--- src/rtl/cmd_line_packer.sv ---
// Assembles a byte-serial ASCII line into a right-justified packed word.
// Over-long lines are dropped whole and flagged instead of truncated.
module cmd_line_packer #(
  parameter int NUM_CHARS  = 7,
  parameter int A_NUM_BITS = NUM_CHARS * 8,
  parameter int U_NUM_BITS = 4,
  parameter int CNT_BITS   = $clog2(NUM_CHARS + 1)
) (
  input  logic                  i_clk,
  input  logic                  i_reset,
  input  logic                  i_byte_vld,
  input  logic [7:0]            i_byte,
  input  logic [U_NUM_BITS-1:0] i_u,
  output logic [A_NUM_BITS-1:0] o_a,
  output logic [U_NUM_BITS-1:0] o_u,
  output logic                  o_rdy,
  output logic                  o_err_ovf,
  output logic [CNT_BITS-1:0]   o_len
);

  typedef enum logic {
    COLLECT,
    DISCARD
  } state_e;

  localparam logic [CNT_BITS-1:0] MAX_CNT = CNT_BITS'(NUM_CHARS);

  state_e                  state_q;
  logic [A_NUM_BITS-1:0]   line_q;
  logic [CNT_BITS-1:0]     cnt_q;

  logic is_prt;
  logic is_bs;
  logic is_term;

  assign is_prt  = (i_byte >= 8'h20) && (i_byte <= 8'h7E);
  assign is_bs   = (i_byte == 8'h08);
  assign is_term = (i_byte == 8'h0D) || (i_byte == 8'h0A);

  always_ff @(posedge i_clk or posedge i_reset) begin
    if (i_reset) begin
      state_q   <= COLLECT;
      line_q    <= '0;
      cnt_q     <= '0;
      o_a       <= '0;
      o_u       <= '0;
      o_len     <= '0;
      o_rdy     <= 1'b0;
      o_err_ovf <= 1'b0;
    end else begin
      o_rdy     <= 1'b0;
      o_err_ovf <= 1'b0;
      if (i_byte_vld) begin
        unique case (1'b1)
          is_prt: begin
            if (state_q == COLLECT) begin
              if (cnt_q < MAX_CNT) begin
                line_q <= {line_q[A_NUM_BITS-9:0], i_byte};
                cnt_q  <= cnt_q + 1'b1;
              end else begin
                state_q <= DISCARD;
              end
            end
          end
          is_bs: begin
            if (state_q == COLLECT && cnt_q != '0) begin
              line_q <= line_q >> 8;
              cnt_q  <= cnt_q - 1'b1;
            end
          end
          is_term: begin
            // A dropped line only reports; the last good word stays on o_a.
            if (state_q == DISCARD) begin
              o_err_ovf <= 1'b1;
              line_q    <= '0;
              cnt_q     <= '0;
              state_q   <= COLLECT;
            end else if (cnt_q != '0) begin
              o_a    <= line_q;
              o_u    <= i_u;
              o_len  <= cnt_q;
              o_rdy  <= 1'b1;
              line_q <= '0;
              cnt_q  <= '0;
            end
          end
          default: ;
        endcase
      end
    end
  end

endmodule

--- config.mk ---
export PLATFORM = sky130hd
export DESIGN_NAME = cmd_line_packer
export DESIGN_NICKNAME = d
export VERILOG_FILES = /design/src/rtl/cmd_line_packer.sv
export SDC_FILE = /design/constraint.sdc
export NUM_CORES = 1
export LEC_CHECK = 0
export CORE_MARGIN = 2
export CORE_UTILIZATION = 54
export CTS_CLUSTER_DIAMETER = 40
export CTS_CLUSTER_SIZE = 16
export DETAILED_ROUTE_END_ITERATION = 6
export HOLD_SLACK_MARGIN = 0.06
export MAX_ROUTING_LAYER = met4
export PLACE_DENSITY = 0.76
export REMOVE_ABC_BUFFERS = 1
export SLEW_MARGIN = 20
export SYNTH_ARGS = -nofsm -noshare
export SYNTH_HDL_FRONTEND = slang
export SYNTH_SLANG_ARGS = --single-unit
--- constraint.sdc ---
create_clock -name i_clk -period 5 [get_ports i_clk]
set_input_delay 0.5 -clock i_clk [delete_from_list [all_inputs] [get_ports i_clk]]
set_output_delay 0.5 -clock i_clk [all_outputs]
set_load 0.01 [all_outputs]
==> impl_metrics.json, run 1 <==
{
  "grt_antenna_before_repair": 0,
  "period_minus_slack_ns": 2.60,
  "synth.avg_cell_area_um2": 14.6,
  "clk_path_buf_depth": 2,
  "synth_flop_cell": "dfrtp_1",
  "comb_power_share": 0.235,
  "worstSetupPathType": "input pin to register",
  "cts_root_buffer": "clkbuf_8",
  "synth_seq_area_share": 0.567,
  "rrSetupSlack_ns": 2.62,
  "fillers": 667,
  "post-place-ws_ns": 1.91,
  "die_area_um2": 11000,
  "grt_start_max_net_pins": 58,
  "cp.required_ns": 5.38,
  "slew_viol_final": 0,
  "die_h_um": 105,
  "gr-total-overflow": 0,
  "drv_cap": 0,
  "crit_fanout": 5,
  "status": "finished clean",
  "clock_power_share": 0.339,
  "hold_class": "input pin to async pin",
  "yosys.area.top_type_share": 0.567,
  "max_slew_margin": 0.521,
  "fin_crit_sh": 0.521,
  "cts_tree": "yes",
  "yosys_warnings": 0,
  "skew_ns": 0.00983,
  "crit_slowest_cell": "clkdlybuf4s50_1",
  "ys_seq_elements": 125,
  "clkLatencyLatePin_ns": 0.50,
  "fmax_ghz": 0.384,
  "rsz0062_at_grt": "no",
  "critPathMaxStageDelay_ns": 0.47,
  "fin_nets": 478,
  "n_antenna_cell": 0,
  "grt_pass1_vias": 3468,
  "async_flop_share": 1.00,
  "dp_hpwl_um": 6530,
  "holdWs_ns": 0.388,
  "vias_per_cell": 5.49,
  "syn_inst": 379,
  "power.density_nw_per_um2": 539,
  "intPower_w": 0.00278,
  "hold_viol": 0,
  "grtUsageTotal": 0.210,
  "synth_cell_types": 38,
  "grt_pass1_wl_um": 17700,
  "synth_largest_area_cell": "dfrtp_1",
  "cts_hold_buf": 0,
  "ant_nets": 0,
  "area_growth_pct": 27.4,
  "path_buf_inv": 2,
  "r2r-end": "line_q[37]",
  "clock-sinks": 125,
  "fin_tns_setup_ns": 0,
  "ioPinCount": 80,
  "htreeDepth": 4,
  "worstSetupStartpointType": "input pin",
  "numPortBuffers": 79,
  "p_leak_nw": 3.46,
  "reg2reg_depth": 6,
  "crit_cells": 9,
  "totalWireLength_um": 10600,
  "max_slew.worst_pin.slew_ns": 0.718,
  "numCtsBuffers": 17,
  "ir_drop_mv": 0.229,
  "setup_viol": 0,
  "finalWorstSetupSlack_ns": 2.40,
  "die_x_um": 105,
  "syn_area_um2": 5520,
  "drtIter0Drc": 141,
  "layout_common_cells": "dfrtp_1 (125), clkdlybuf4s50_1 (79), mux2_2 (72)",
  "total_power_w": 0.00379,
  "p_switching_w": 0.00101,
  "route.vias.total": 3324,
  "seqPwrFrac": 0.426,
  "post-route-drc-count": 0,
  "first_pass_iters": 4,
  "synth_area_leaders": "dfrtp_1 (57%), mux2_2 (15%), mux2_4 (9.5%)",
  "ctsResizeCount": 0,
  "initial_utilization": 0.559,
  "cts_setup_buffers": 0,
  "rows": 36,
  "crit_family": "simple AND/OR/NAND/NOR gates",
  "final_common_cell": "dfrtp_1",
  "globalplace.congestion": 0.851,
  "cts.reportedPaths.clkPinSlew_ns": 0.06,
  "coreArea_um2": 9860,
  "end_kind": "register",
  "switching_share": 0.266,
  "synth_edf_count": 0,
  "rr_startpoint": "cnt_q[1]",
  "wire_per_inst_um": 17.5,
  "drive_above_1_share": 0.321,
  "arrival_ns": 2.99,
  "crit_chain": "clkdlybuf4s50_1 > nor2_1 > and4b_1 > and2_2 > inv_1 > fa_1 > xor2_1 > mux2_2 > mux2_4"
}
==> power groups by stage <==
| stage | clock network, W | registers, W | logic (W) |
|---|---|---|---|
| after floorplan | 0 | 0.00155 | 0.000668 |
| after global placement | 0 | 0.00161 | 0.000851 |
| after detailed placement | 0 | 0.00162 | 0.000884 |
| after CTS | 0.00131 | 0.00161 | 0.000899 |
| after global routing | 0.00135 | 0.00166 | 0.000968 |
| final | 0.00128 | 0.00161 | 0.000889 |
==> per-layer routing <==
layer  up-vias  global-route usage  wire length [µm]
li1       1537                   -                 -
met1      1706               0.287              5040
met2        73               0.313              5140
met3         8              0.0449               320
met4         0              0.0724                83
met5         -                   -                 0
==> synthesized netlist by cell type (2+ instances only) <==
master / instances
a21oi_1: 11
a22o_1: 41
buf_2: 8
buf_6: 5
clkbuf_1: 8
dfrtp_1: 125
inv_1: 18
mux2_1: 2
mux2_2: 72
mux2_4: 35
mux2i_1: 14
nand2_1: 8
nand3_1: 2
nor2_1: 5
o21ai_0: 2
==> logic make-up (layout without fill, tap and decap cells) <==
kind of cell	Yosys count	in the layout	synth area share
compound gates	60	60	0.0880
xor+xnor	1	1	0.00159
fa+ha+maj	1	1	0.00363
buf+inv	41	135	0.0395
flops	125	125	0.567
mux	123	123	0.272
simple gates	28	28	0.0286
==> flip-flops by register name (all words and copies together) (netlist names) <==
register and cells:
cnt_q 3, line_q 56, o_a 56, o_err_ovf 1
o_len 3, o_rdy 1, o_u 4, state_q 1
==> worst register-to-register path, stage by stage, from the launching register on <==
cell,delay (ns)
dfrtp_1,0.44
nor4_1,0.35
o21ai_0,0.13
a21boi_0,0.18
o211ai_4,0.19
buf_4,0.54
mux2_2,0.45
==> through the flow <==
step	util	instance area [µm²]	instances
finish	0.713	7030	606
global route	0.713	7030	606
CTS	0.713	7030	606
detailed placement	0.649	6400	576
global placement	0.649	6400	576
floorplan	-	5370	356
==> area by class of cell <==
class	instances	area, µm²	share of cell area
clock inverters	11	193	0.0274
multi-input cells	213	2190	0.311
inverters	18	70.1	0.00997
repair buffers	87	851	0.121
well taps	133	166	0.0237
clock buffers	19	432	0.0614
flip-flops and latches	125	3130	0.445
==> how the worst max path moves through the flow <==
| stage | endpoint | from |
|---|---|---|
| after floorplan | line_q[32] | i_byte[0] |
| after global placement | cnt_q[2] | i_byte[6] |
| after detailed placement | cnt_q[2] | i_byte[7] |
| after CTS | cnt_q[2] | i_byte[7] |
| after global routing | cnt_q[2] | i_byte[7] |
| final | cnt_q[2] | i_byte[7] |
No activity file was read; power rests on OpenSTA's default activity.
==> run 2: changes to the inputs <==
==> constraint.sdc (replaced) <==
create_clock -name i_clk -period 2.6 [get_ports i_clk]
set_input_delay 0.26 -clock i_clk [delete_from_list [all_inputs] [get_ports i_clk]]
set_output_delay 0.26 -clock i_clk [all_outputs]
set_load 0.01 [all_outputs]
==> run 2 against run 1 <==
Compared with the run above:
- flip-flop and latch count did not move
- first-iteration DRC count rose by 8.5%
- utilization rose by 0.61 points
- critical path depth fell by 3
- global-route usage rose by 1.3 points
- clock power rose by 69%
- sequential share of layout area fell by 0.38 points
- register-to-register slack got worse by 2.2 ns
- wire length rose by 4.0%
- clock-buffer cell count rose by 2
- largest cell class unchanged
- highest routed layer unchanged
==> impl_metrics.json, run 2 (synthesized netlist as in run 1, its figures left out) <==
{
  "status": "finished clean",
  "rrSetupSlack_ns": 0.44,
  "numPortBuffers": 79,
  "p_leak_nw": 3.50,
  "fin_crit_sh": 0.830,
  "initial_utilization": 0.559,
  "clk_path_buf_depth": 2,
  "layout_common_cells": "dfrtp_1 (125), clkdlybuf4s50_1 (79), mux2_2 (72)",
  "worstSetupStartpointType": "register",
  "vias_per_cell": 5.59,
  "skew_ns": 0.00678,
  "r2r-end": "line_q[39]",
  "clock-sinks": 125,
  "total_power_w": 0.00701,
  "cts_root_buffer": "clkbuf_8",
  "final_common_cell": "dfrtp_1",
  "grt_start_max_net_pins": 48,
  "critPathMaxStageDelay_ns": 0.42,
  "place_area_um2": 6540,
  "dr_wl_met3_um": 400,
  "crit_family": "compound AO/OA/AOI/OAI gates",
  "globalplace.congestion": 0.846,
  "cts.reportedPaths.clkPinSlew_ns": 0.06,
  "period_minus_slack_ns": 2.16,
  "route.vias.total": 3458,
  "arrival_ns": 2.56,
  "gr-total-overflow": 0,
  "cts_hold_buf": 0,
  "coreArea_um2": 9860,
  "top_layer_used": "met4",
  "wire_per_inst_um": 17.8,
  "design_area_um2": 7090,
  "crit_chain": "nor4_1 > o21ai_0 > a21boi_0 > o211ai_4 > buf_12 > mux2_2",
  "slew_viol_final": 0,
  "drive_above_1_share": 0.340,
  "post-route-drc-count": 0,
  "grt_antenna_before_repair": 0,
  "cts_tree": "yes",
  "htreeDepth": 4,
  "setup_viol": 0,
  "crit_fanout": 38,
  "fin_tns_setup_ns": 0,
  "drt-met1-wl_um": 4930,
  "drtIter0Drc": 153,
  "grt_pass1_wl_um": 18700,
  "power.density_nw_per_um2": 989,
  "worstSetupPathType": "register to register",
  "top_regs": "line_q (56), o_a (56), o_u (4)",
  "ioPinCount": 80,
  "die_area_um2": 11000,
  "path_buf_inv": 1,
  "cp.required_ns": 3.00,
  "first_pass_iters": 4,
  "rsz0062_at_grt": "no",
  "fmax_ghz": 0.463,
  "fin_nets": 489,
  "numCtsBuffers": 17,
  "hold_viol": 0,
  "hold_class": "input pin to async pin",
  "crit_slowest_cell": "dfrtp_1",
  "clkLatencyLatePin_ns": 0.52,
  "end_kind": "register",
  "post-place-ws_ns": 0.0711,
  "area_growth_pct": 28.5,
  "n_antenna_cell": 0,
  "reg2reg_depth": 6,
  "max_slew_margin": 0.647,
  "ir_drop_mv": 0.431,
  "drv_cap": 0,
  "rr_startpoint": "cnt_q[1]",
  "die_x_um": 105,
  "cts_setup_buffers": 0,
  "ctsResizeCount": 0,
  "post-route-util": 0.719,
  "finalWorstSetupSlack_ns": 0.442,
  "dp_hpwl_um": 6960,
  "die_h_um": 105,
  "rows": 36,
  "totalWireLength_um": 11000,
  "grt_pass1_vias": 3621,
  "met2_length_um": 5570,
  "ant_nets": 0,
  "max_slew.worst_pin.slew_ns": 0.530,
  "grtUsageTotal": 0.223
}
run 2: cell types whose count changed in the layout (fill, tap and decap cells not counted):
cell and change:
clkinvlp_4 +3, clkbuf_8 +2, buf_4 +7, bufinv_16 -4, clkinv_4 -2, clkinv_2 +3, buf_12 +4
run 2: worst register-to-register path, stage by stage, from the launching register on:
cell and delay [ns]:
dfrtp_1 0.42, nor4_1 0.34, o21ai_0 0.13, a21boi_0 0.17, o211ai_4 0.27, buf_12 0.31, mux2_2 0.41
run 2: through the flow:
stage / cells / hold slack [ns]
2_1_floorplan: 356 / 0.346
4_1_cts: 619 / 0.126
5_1_grt: 619 / 0.151
3_3_place_gp: 587 / 0.486
6_report: 619 / 0.127
3_5_place_dp: 587 / 0.493
run 2: layer usage:
layer  GRT usage  up-vias
li1            -     1571
met1       0.291     1793
met2       0.343       82
met3      0.0618       12
met4      0.0676        0
met5           -        -
run 2: report_power, final:
| group | internal [W] | total, W | switching, W |
|---|---|---|---|
| Combinational | 0.00118 | 0.00174 | 0.000567 |
| Sequential | 0.00252 | 0.00310 | 0.000580 |
| Clock | 0.00133 | 0.00216 | 0.000829 |
| Total | 0.00503 | 0.00701 | 0.00198 |
run 2: worst max-delay path by stage:
stage	from	to	slack, ns	cells after the start
2_1_floorplan	i_byte[0]	line_q[32]	-1.44	5
3_3_place_gp	i_byte[7]	cnt_q[2]	0.08	9
3_5_place_dp	i_byte[7]	cnt_q[2]	0.07	9
4_1_cts	cnt_q[1]	line_q[38]	0.47	6
5_1_grt	cnt_q[1]	line_q[39]	0.32	6
6_report	cnt_q[1]	line_q[39]	0.44	6
run 2: area by class of cell:
class	instances	area (µm²)
flip-flops and latches	125	3130
clock buffers	21	459
fillers	659	2780
repair buffers	98	983
multi-input cells	213	2190
well taps	133	166
clock inverters	11	92.6
inverters	18	70.1
==> run 3: changes to the inputs <==
==> constraint.sdc (replaced) <==
create_clock -name i_clk -period 2.1 [get_ports i_clk]
set_input_delay 0.21 -clock i_clk [delete_from_list [all_inputs] [get_ports i_clk]]
set_output_delay 0.21 -clock i_clk [all_outputs]
set_load 0.01 [all_outputs]
==> run 3 against run 2 <==
Compared with the run above:
- the flow now finishes with violations (negative setup slack)
- wire length rose by 9.4%
- non-clock buffer count rose by 29
- clock-buffer cell count rose by 5
- die area did not move
- highest routed layer unchanged
==> impl_metrics.json, run 3 (synthesized netlist as in run 1, its figures left out) <==
{
  "p_leak_nw": 3.77,
  "coreArea_um2": 9860,
  "multiInputGateArea_um2": 2240,
  "wire_per_inst_um": 18.6,
  "crit_family": "simple AND/OR/NAND/NOR gates",
  "initial_utilization": 0.559,
  "fin_tns_setup_ns": -0.0733,
  "fin_crit_sh": 1.01,
  "hold_viol": 0,
  "area_growth_pct": 36.7,
  "skew_ns": 0.00732,
  "status": "complete, but fails checks",
  "route.vias.total": 3596,
  "hold_class": "input pin to register",
  "numPortBuffers": 79,
  "post-place-ws_ns": -0.453,
  "die_area_um2": 11000,
  "clkLatencyLatePin_ns": 0.52,
  "critPathMaxStageDelay_ns": 0.44,
  "numCtsBuffers": 17,
  "die_x_um": 105,
  "worstSetupStartpointType": "register",
  "rows": 36,
  "arrival_ns": 2.51,
  "setup_viol": 12,
  "top_regs": "line_q (56), o_a (56), o_u (4)",
  "drive_above_1_share": 0.383,
  "post-route-drc-count": 0,
  "dp_hpwl_um": 7310,
  "grt_pass1_wl_um": 19400,
  "crit_chain": "and3_4 > or4_4 > o21ai_4 > o211ai_4 > buf_12 > clkbuf_16 > mux2_4",
  "grt_start_max_net_pins": 48,
  "ant_nets": 0,
  "slew_viol_final": 0,
  "rsz0062_at_grt": "yes",
  "cp.required_ns": 2.50,
  "fillers": 576,
  "cts.reportedPaths.clkPinSlew_ns": 0.06,
  "drv_cap": 0,
  "ff_latch_area_um2": 3130,
  "grtUsageTotal": 0.232,
  "grt_antenna_before_repair": 0,
  "worstSetupPathType": "register to register",
  "fin_nets": 518,
  "finalWorstSetupSlack_ns": -0.0117,
  "end_kind": "register",
  "cts_tree": "yes",
  "layout_common_cells": "dfrtp_1 (122), clkdlybuf4s50_1 (79), mux2_2 (66)",
  "drtIter0Drc": 197,
  "ioPinCount": 80,
  "clock-sinks": 125,
  "die_h_um": 105,
  "gr-total-overflow": 0,
  "power.density_nw_per_um2": 1220,
  "final_common_cell": "dfrtp_1",
  "ir_drop_mv": 0.596,
  "violations": "negative setup slack",
  "period_minus_slack_ns": 2.11,
  "fmax_ghz": 0.474,
  "n_antenna_cell": 0,
  "max_slew_margin": 0.644,
  "crit_fanout": 8,
  "vias_per_cell": 5.55,
  "globalplace.congestion": 0.920,
  "first_pass_iters": 4,
  "totalWireLength_um": 12000,
  "path_buf_inv": 2,
  "crit_slowest_cell": "dfrtp_2",
  "grt_pass1_vias": 3830,
  "clk_path_buf_depth": 2,
  "htreeDepth": 4,
  "max_slew.worst_pin.slew_ns": 0.534,
  "cts_root_buffer": "clkbuf_8"
}
-- run 3: cell types whose count changed in the layout (fill, tap and decap cells not counted), sizes merged --
cell	previous run	this run
buf	19	43
bufinv	1	2
bufbuf	0	1
dlygate4sd3	0	1
clkbuf	21	29
clkinvlp	5	0
clkinv	5	4
-- run 3: worst reg2reg max path, stage by stage (launching register included) --
cell       delay (ns)
dfrtp_2          0.44
and3_4           0.19
or4_4            0.43
o21ai_4          0.16
o211ai_4         0.13
buf_12           0.18
clkbuf_16        0.18
mux2_4           0.30
-- run 3: layout make-up --
cell class                 count  share of cell area
clock buffer                  26              0.0673
clock inverter                 6              0.0106
inverter                      18             0.00929
multi-input combinational    213               0.297
sequential                   125               0.415
tap                          133              0.0221
timing repair buffer         127               0.178
-- run 3: power by group --
part	switching (W)	total (W)	leakage (nW)	internal [W]
sequential	0.000730	0.00386	1.62	0.00313
combinational	0.000805	0.00249	1.86	0.00169
clock	0.000996	0.00287	0.295	0.00187
-- run 3: repair_timing --
action / CTS / global route
setup endpoints to repair: 24 / 82
endpoints found under the hold margin: 27 / 0
hold buffers: 1 / 0
buffers inserted: 2 / 5
pin swaps: 2 / 3
resized for setup: 8 / 13
gates cloned: 1 / 3
-- run 3: final timing paths --
path / start / cells past startpoint / to / slack, ns
max reg2reg: cnt_q[1] / 7 / line_q[25] / -0.01
min: i_u[3] / 2 / o_u[3] / 0.30
max in group asynchronous: i_reset / 4 / line_q[7] / 0.85
max: cnt_q[1] / 7 / line_q[25] / -0.01
min in group asynchronous: i_reset / 3 / o_a[46] / 0.59
min reg2reg: o_a[18] / 1 / o_a[18] / 0.50
-- run 3: stage by stage --
step	hold slack, ns	std cells	util	instance area [µm²]	power (W)
floorplan	0.296	356	-	5370	0.00527
global placement	0.487	604	0.678	6690	0.00592
detailed placement	0.493	604	0.678	6690	0.00607
CTS	0.282	640	0.748	7380	0.00909
global route	0.299	648	0.765	7540	0.00967
finish	0.301	648	0.765	7540	0.00922
-- run 3: layer usage --
metal  wire, µm  track usage
met5          0            -
met4        183       0.0990
met3        438       0.0505
met2       6070        0.362
met1       5350        0.293
